<file path="config.mk">
export PLATFORM = sky130hd
export DESIGN_NAME = laundry_scheduler
export DESIGN_NICKNAME = d
export VERILOG_FILES = /design/src/rtl/laundry_scheduler_pkg.sv /design/src/rtl/laundry_scheduler_machine_timer.sv /design/src/rtl/laundry_scheduler.sv
export SDC_FILE = /design/constraint.sdc
export NUM_CORES = 1
export LEC_CHECK = 0
export BUFFER_PORTS_ARGS = -buffer_cell sky130_fd_sc_hd__buf_2
export CORE_ASPECT_RATIO = 1.25
export CORE_UTILIZATION = 40
export DETAILED_ROUTE_END_ITERATION = 8
export GPL_TIMING_DRIVEN = 0
export PLACE_DENSITY = 0.58
export SYNTH_ARGS = -nofsm -noshare
export SYNTH_HDL_FRONTEND = slang
export SYNTH_SLANG_ARGS = --single-unit
</file>
<file path="constraint.sdc">
create_clock -name clk -period 3.6 [get_ports clk]
set_clock_uncertainty 0.15 [all_clocks]
set_input_delay 0.72 -clock clk [delete_from_list [all_inputs] [get_ports clk]]
set_output_delay 0.72 -clock clk [all_outputs]
set_load 0.02 [all_outputs]
</file>
<file path="src/rtl/laundry_scheduler_pkg.sv">
// Shared types and helpers for the laundry scheduler: machine states, wash type codes
// and the wash-type to duration mapping.
package laundry_pkg;

  typedef enum logic [1:0] {
    FREE   = 2'd0,
    RUN    = 2'd1,
    FINISH = 2'd2
  } mstate_e;

  typedef enum logic [1:0] {
    TYPE_NONE   = 2'd0,
    TYPE_QUICK  = 2'd1,
    TYPE_NORMAL = 2'd2,
    TYPE_HEAVY  = 2'd3
  } wash_type_e;

  // Returns 0 for TYPE_NONE; such requests are rejected before the value is used.
  function automatic int unsigned wash_duration(input logic [1:0] wtype,
                                                input int unsigned t_quick,
                                                input int unsigned t_normal,
                                                input int unsigned t_heavy);
    int unsigned d;
    case (wtype)
      TYPE_QUICK:  d = t_quick;
      TYPE_NORMAL: d = t_normal;
      TYPE_HEAVY:  d = t_heavy;
      default:     d = 32'd0;
    endcase
    return d;
  endfunction

endpackage

</file>
<file path="src/rtl/laundry_scheduler_machine_timer.sv">
// One washing machine: FREE/RUN/FINISH state machine with a countdown of remaining ticks.
module machine_timer
  import laundry_pkg::*;
#(
  parameter int TIME_W = 8
) (
  input  logic              clk,
  input  logic              reset,
  input  logic              tick,
  input  logic              load,
  input  logic [TIME_W-1:0] load_time,
  input  logic              abort,
  input  logic              collect,
  output logic              busy,
  output logic              finished,
  output logic              done,
  output logic [TIME_W-1:0] time_left
);

  mstate_e           state_r;
  logic [TIME_W-1:0] timer_r;

  assign time_left = timer_r;

  // State, countdown and registered status flags; abort outranks a same-cycle tick.
  always_ff @(posedge clk) begin
    if (reset) begin
      state_r  <= FREE;
      timer_r  <= {TIME_W{1'b0}};
      busy     <= 1'b0;
      finished <= 1'b0;
      done     <= 1'b0;
    end else begin
      done <= 1'b0;
      case (state_r)
        FREE: begin
          if (load) begin
            state_r  <= RUN;
            timer_r  <= load_time;
            busy     <= 1'b1;
            finished <= 1'b0;
          end
        end
        RUN: begin
          if (abort) begin
            state_r <= FREE;
            timer_r <= {TIME_W{1'b0}};
            busy    <= 1'b0;
          end else if (tick) begin
            // Compare with <= so a zero count can never wrap around.
            if (timer_r <= TIME_W'(1)) begin
              state_r  <= FINISH;
              timer_r  <= {TIME_W{1'b0}};
              finished <= 1'b1;
              done     <= 1'b1;
            end else begin
              timer_r <= timer_r - TIME_W'(1);
            end
          end
        end
        FINISH: begin
          if (collect) begin
            state_r  <= FREE;
            busy     <= 1'b0;
            finished <= 1'b0;
          end
        end
        default: begin
          state_r  <= FREE;
          timer_r  <= {TIME_W{1'b0}};
          busy     <= 1'b0;
          finished <= 1'b0;
        end
      endcase
    end
  end

endmodule

</file>
<file path="src/rtl/laundry_scheduler.sv">
// Laundry scheduler top: request arbitration with round-robin "any machine" pick,
// four machine timers and the remaining-time display mux.
module laundry_scheduler
  import laundry_pkg::*;
#(
  parameter int N_MACHINES = 4,
  parameter int TIME_W     = 8,
  parameter int T_QUICK    = 20,
  parameter int T_NORMAL   = 40,
  parameter int T_HEAVY    = 60
) (
  input  logic                  clk,
  input  logic                  reset,
  input  logic                  tick,
  input  logic                  req_valid,
  input  logic                  req_any,
  input  logic [1:0]            req_id,
  input  logic [1:0]            req_type,
  output logic                  grant,
  output logic [1:0]            grant_id,
  output logic                  reject,
  input  logic                  collect,
  input  logic [1:0]            collect_id,
  input  logic                  abort,
  input  logic [1:0]            abort_id,
  output logic [N_MACHINES-1:0] busy,
  output logic [N_MACHINES-1:0] finished,
  output logic [N_MACHINES-1:0] done,
  input  logic [1:0]            disp_id,
  output logic [TIME_W-1:0]     disp_time
);

  logic [1:0]            rr_ptr_r;
  logic [N_MACHINES-1:0] free_s;
  logic [N_MACHINES-1:0] load_s;
  logic [TIME_W-1:0]     load_time_s;
  logic [TIME_W-1:0]     time_s [N_MACHINES];
  logic                  found_s;
  logic [1:0]            pick_s;
  logic                  accept_s;
  logic [1:0]            target_s;

  // Decisions use the registered state only, so same-cycle abort/collect do not free a machine.
  assign free_s      = ~busy;
  assign load_s      = accept_s ? ({{(N_MACHINES-1){1'b0}}, 1'b1} << target_s) : {N_MACHINES{1'b0}};
  assign load_time_s = TIME_W'(wash_duration(req_type, T_QUICK, T_NORMAL, T_HEAVY));
  assign disp_time   = busy[disp_id] ? time_s[disp_id] : {TIME_W{1'b0}};

  // Round-robin search for the first FREE machine starting at the pointer.
  always_comb begin
    found_s = 1'b0;
    pick_s  = rr_ptr_r;
    for (int k = 0; k < N_MACHINES; k++) begin
      if (!found_s && free_s[rr_ptr_r + 2'(k)]) begin
        found_s = 1'b1;
        pick_s  = rr_ptr_r + 2'(k);
      end else begin
        found_s = found_s;
      end
    end
  end

  // Accept/refuse the incoming request and choose its target machine.
  always_comb begin
    accept_s = 1'b0;
    target_s = 2'd0;
    if (req_valid && (req_type != TYPE_NONE)) begin
      if (req_any) begin
        accept_s = found_s;
        target_s = pick_s;
      end else begin
        accept_s = free_s[req_id];
        target_s = req_id;
      end
    end else begin
      accept_s = 1'b0;
    end
  end

  // Registered grant/reject pulses and round-robin pointer.
  always_ff @(posedge clk) begin
    if (reset) begin
      grant    <= 1'b0;
      grant_id <= 2'd0;
      reject   <= 1'b0;
      rr_ptr_r <= 2'd0;
    end else begin
      grant    <= accept_s;
      grant_id <= accept_s ? target_s : 2'd0;
      reject   <= req_valid && !accept_s;
      rr_ptr_r <= accept_s ? (target_s + 2'd1) : rr_ptr_r;
    end
  end

  for (genvar i = 0; i < N_MACHINES; i++) begin : g_machine
    machine_timer #(
      .TIME_W(TIME_W)
    ) u_timer (
      .clk      (clk),
      .reset    (reset),
      .tick     (tick),
      .load     (load_s[i]),
      .load_time(load_time_s),
      .abort    (abort && (abort_id == 2'(i))),
      .collect  (collect && (collect_id == 2'(i))),
      .busy     (busy[i]),
      .finished (finished[i]),
      .done     (done[i]),
      .time_left(time_s[i])
    );
  end

endmodule

</file>
* Word level (Yosys, flattened, before mapping)
Index checks and enable logic that the tools add are counted.
Cells by class: shifts and indexed selects 1, mux-type cells 113, add/sub/neg operators 8, magnitude comparators 11, reductions and logical operators 45, eq/ne operators 49, bitwise logic cells 12
Operators with widths (number):
- $mux 8 | 19
- $pmux 8 s3 | 4
- $mux 2 | 25
- $mux 1 | 44
- $le 8x1->1 const B | 4
- $sub 8x1->8 const B | 4
- $ne 2x1->1 const B | 12
- $ne 2x2->1 const B | 12
- $pmux 1 s3 | 8
- $pmux 2 s3 | 4
- $reduce_and 3->1 | 8
- $eq 2x2->1 const B | 10
- $reduce_and 5->1 | 4
- $lt 2x3->1 const B | 6
- $pmux 6 s3 | 1
- $bmux 8 s2 | 1
- $reduce_and 4->1 | 4
- $reduce_or 4->1 | 4
- $eq 2x1->1 const B | 7
- $logic_and 1x1->1 | 13
- $bmux 1 s2 | 6
- $logic_not 2->1 | 6
- $ne 3x1->1 const B | 4
- $ne 3x2->1 const B | 4
- 11 further kinds | 25
Storage, ports and cells: bits of input ports 17, word-level logic and storage cells 263, output and inout bits 24, register bits after elaboration 58

* Longest topological paths before layout
depth after elaboration 19, mapped depth 13

* Hierarchy
A second synthesis with hierarchy kept.
Unflattened totals: cell total of the unflattened synthesis 505, area total of the unflattened synthesis 4315.4 µm²
By module, submodules not included:
- machine_timer at g_machine[1].u_timer ... | cells an instance 102, instances 3, area an instance 857.1 µm²
- laundry_scheduler | cells an instance 96, instances 1, area an instance 912.1 µm²
- machine_timer at g_machine[0].u_timer | cells an instance 103, instances 1, area an instance 832.0 µm²

* Least setup slack after synthesis
OpenSTA, ideal clock, no wires.
path type input-to-output, start point in disp_id[1], end point out disp_time[0], slack 466 ps, required time 2730 ps, stages 4, data arrival time 2264 ps, buffers on the path 1, path through clkbuf_1 -> mux2_2 -> o21ai_0 -> nor2b_1
Between the ends: longest elaborated chain between the ends 5, elaborated cells between the ends (all ways) 7, classes of those cells mux: 6; bitwise: 1
Ends and longest elaborated chain:
- start: declaration | line laundry_scheduler.sv:29 | input logic [1:0] disp_id,
- $not 2->3 (not written as such) | line laundry_scheduler.sv:47 | assign disp_time = busy[disp_id] ? time_s[disp_id] : {TIME_W{1'b0}};
- $bmux 8 s2 | line laundry_scheduler.sv:47
- $mux 8 (not written as such) (2 in series) | line laundry_scheduler.sv:47
- $mux 8 (*) | line laundry_scheduler.sv:47
- end: declaration | line laundry_scheduler.sv:30 | output logic [TIME_W-1:0] disp_time
Mark *: on every way between the ends. The rest lies on a longest branch, timed or not. The select of a mux whose other input is x is not followed.

* Worst setup path after layout
start point in disp_id[1], end point out disp_time[1]
The elaborated chain is that of the path after synthesis.

==> summary.md <==
| Metric | Value |
|---|---|
| Status | `finished clean` |
| Root Buffer | `clkbuf_16` |
| Max incr delay on CP | `550 ps` |
| Critical path depth in cells | `5` |
| Vias in the first global route | `3533` |
| Max IR drop VDD | `0.000240 V` |
| DP Area | `4190 sq um` |
| Cell taking the most area after synthesis | `dfxtp_1` |
| Clock Sinks | `58` |
| Dpl hpwl | `8.79 mm` |
| Critical path class | `input pin to output port` |
| Placement Rows | `39` |
| Total CTS buffers | `9` |
| Max-Cap Viols | `0` |
| Internal power | `0.00148 W` |
| Fillers | `930` |
| Relative slew margins | `0.342` |
| Worst setup slack after layout | `220 ps` |
| Largest buffer count on any clock path | `2` |
| Die area | `10000 sq um` |
| Pwr dens | `456 nW/um^2` |
| Worst hold path type | `register to register` |
| # diodes | `0` |
| Worst-margin pin slew | `978 ps` |
| Share of total power in sequential cells | `0.348` |
| Post-synth top flop | `dfxtp_1` |
| Synth Area in Adders | `0.0389` |
| Drt drc | `0` |
| Crit path time final | `3380 ps` |
| Crit path max fanout | `10` |
| # setup viols final | `0` |
| Antenna Nets Post-Route | `0` |
| Clk pwr share | `0.468` |
| R2R depth | `13` |
| R2R Setup Slk | `580 ps` |
| Pin count of the biggest net entering global routing | `11` |
| GRT Overall Usage | `0.237` |
| Multiplexer area fraction after synthesis | `0.0717` |
| Grt ovf | `0` |
| Endpoints failing hold | `0` |
| Critical path's top delay family | `buffers and inverters` |
| H-tree levels | `3` |
| Reg-to-reg critical path endpoint | `g_machine[0].u_timer.time_left[0]` |
| XOR/XNOR Fraction of Synth Area | `0` |
| Hold WS | `333 ps` |
| Final worst path period share | `0.939` |
| Post-synthesis compound-gate area fraction | `0.229` |
| Critical path cell sequence | `clkbuf_1 -> mux2_2 -> o21ai_1 -> nor2b_1 -> buf_2` |
| Setup WS pre-CTS | `-24.2 ps` |
| Vias | `3826` |
| Area growth syn-to-layout | `17.5%` |
| CTS tree | `done` |
| Critical Path Sink Type | `output port` |
| Mapped Area | `3860 sq um` |
| Worst Setup Start Kind | `input pin` |
| Post-synth EDFFs | `0` |
| Vias per cell | `5.82` |
| Initial DRC Count | `223` |
| Reg-to-reg startpoint | `g_machine[3].u_timer.busy` |
| Post-synth top cells | `nor2_1 (68), dfxtp_1 (58), a21oi_1 (50)` |
| Worst path slowest cell | `clkbuf_1` |
| Synth Area in Simple Gates | `0.288` |
| Total wire length | `11.6 mm` |
| Antenna violations before repair | `0` |
| Nets | `558` |
| Synthesized net count | `511` |
| Share of layout cells above drive strength 1 | `0.185` |
| Fmax | `296 MHz` |
| Largest family of logic cells by synthesized area | `simple AND/OR/NAND/NOR gates` |
| Critical Path RT | `2730 ps` |
| Post-synthesis cell type count | `57` |
| Die Y-Extent | `112 um` |
| Post-CTS Resized | `1` |
| Port Buffer Count | `36` |
| CP arrival | `2510 ps` |
| Final Max Tran Viols | `0` |
| Pre-antenna DRT Iters | `5` |
| Post-synthesis sequential element count | `58` |
| Hold Path Depth | `2` |
| Hold-fix buffers, CTS | `0` |
| Sw Share | `0.282` |
| Hold Startpoint | `g_machine[0].u_timer.finished` |
| Synth top area share | `0.301` |
| Post-synthesis sequential area ratio | `0.301` |
| Crit path buf inv count | `2` |
| GP Congestion | `0.920` |
| I/O pin count | `41` |
| Reg clk slew, reported paths | `50 ps` |
| RSZ-0062 raised after global routing | `false` |
| Core Footprint | `9270 sq um` |
| Fin area | `4530 sq um` |
| Psw | `0.000583 W` |
| Count leader, synth | `nor2_1` |
| Post-CTS Setup Inserts | `0` |
| Asr flop ratio synth | `0` |
| Total power | `0.00206 W` |
| Leakage | `1.80 nW` |
| Gate Count Post-Synth | `482` |
| Die Wd | `89.8 um` |
| Synth warn | `0` |
| Initial Utilization | `0.416` |
| Combinational share of power | `0.185` |
| Synthesized area per cell | `8.00 sq um` |
| Drt wl/cell | `17.7 um` |
| First-pass GRT wire length | `18.6 mm` |
| Endpoint, Worst Hold | `g_machine[0].u_timer.finished` |
| Worst-Skew Late Latency | `330 ps` |
| Leading post-synthesis cells by cell area | `dfxtp_1 (30%), nor2_1 (6.6%), a21oi_1 (6.5%)` |
power groups by stage:
| stage | combinational [W] | clock, W | sequential, W |
|---|---|---|---|
| 4_1_cts | 0.000376 | 0.000975 | 0.000716 |
| 3_5_place_dp | 0.000374 | 0 | 0.000729 |
| 6_report | 0.000381 | 0.000965 | 0.000718 |
| 3_3_place_gp | 0.000369 | 0 | 0.000728 |
| 2_1_floorplan | 0.000280 | 0 | 0.000716 |
| 5_1_grt | 0.000421 | 0.00100 | 0.000721 |
logic make-up (layout without fill, tap and decap cells):
| family | Yosys count | after routing |
|---|---|---|
| buffers and inverters | 52 | 104 |
| adder cells (fa/ha/maj) | 12 | 12 |
| AND/OR/NAND/NOR | 216 | 216 |
| multiplexers | 16 | 16 |
| flip-flops | 58 | 58 |
| AO/OA/AOI/OAI | 128 | 128 |
worst max path at each step:
stage | start | to | slack (ps)
2_1_floorplan | disp_id[1] | disp_time[0] | 470
3_3_place_gp | disp_id[1] | disp_time[4] | 9
3_5_place_dp | disp_id[1] | disp_time[5] | -20
4_1_cts | disp_id[1] | disp_time[5] | 230
5_1_grt | disp_id[1] | disp_time[1] | 50
6_report | disp_id[1] | disp_time[1] | 220
registers in the layout (all words and copies together) (netlist names):
signal                       count
grant_id                         2
reject                           1
rr_ptr_r                         2
grant                            1
g_machine.u_timer.finished       4
g_machine.u_timer.busy           4
g_machine.u_timer.time_left     32
g_machine.u_timer.state_r        8
g_machine.u_timer.done           4
placed cells by master (no fill, tap or decap), types with 8 or more instances in the layout:
master,n
a211oi_1,9
a21oi_1,50
a31oi_1,11
buf_2,39
buf_4,14
clkbuf_1,10
clkbuf_16,9
dfxtp_1,58
ha_1,12
inv_1,21
mux4_2,9
nand2_1,32
nand2b_1,13
nand3_1,10
nor2_1,68
nor2b_1,16
nor3_1,26
nor4_1,8
o21ai_0,18
o31ai_1,10
tightest hold or removal path, stage by stage (launching register included):
cell and delay (ps):
dfxtp_1 330, a21oi_1 50, nor2_1 70
metrics by stage:
step / utilization / instances / TNS [ps]
final: 0.489 / 657 / 0
after global routing: 0.489 / 657 / 0
after CTS: 0.489 / 657 / 0
after detailed placement: 0.452 / 641 / -101
after global placement: 0.452 / 641 / 0
after floorplan: - / 482 / 0
final cells by class:
class	count	area (sq um)	share of cell area
multi-input cells	372	2420	0.535
flip-flops and latches	58	1160	0.256
clock buffers	12	267	0.0588
plain buffers	31	195	0.0431
repair buffers	36	180	0.0398
well taps	123	154	0.0340
inverters	21	78.8	0.0174
clock inverters	4	72.6	0.0160
routing by layer:
metal / GRT usage / wire length, um
met1: 0.291 / 4970
met5: 0 / 0
met3: 0.0478 / 753
met4: 0.0885 / 281
met2: 0.407 / 5620
No activity file was read; power rests on OpenSTA's default activity.
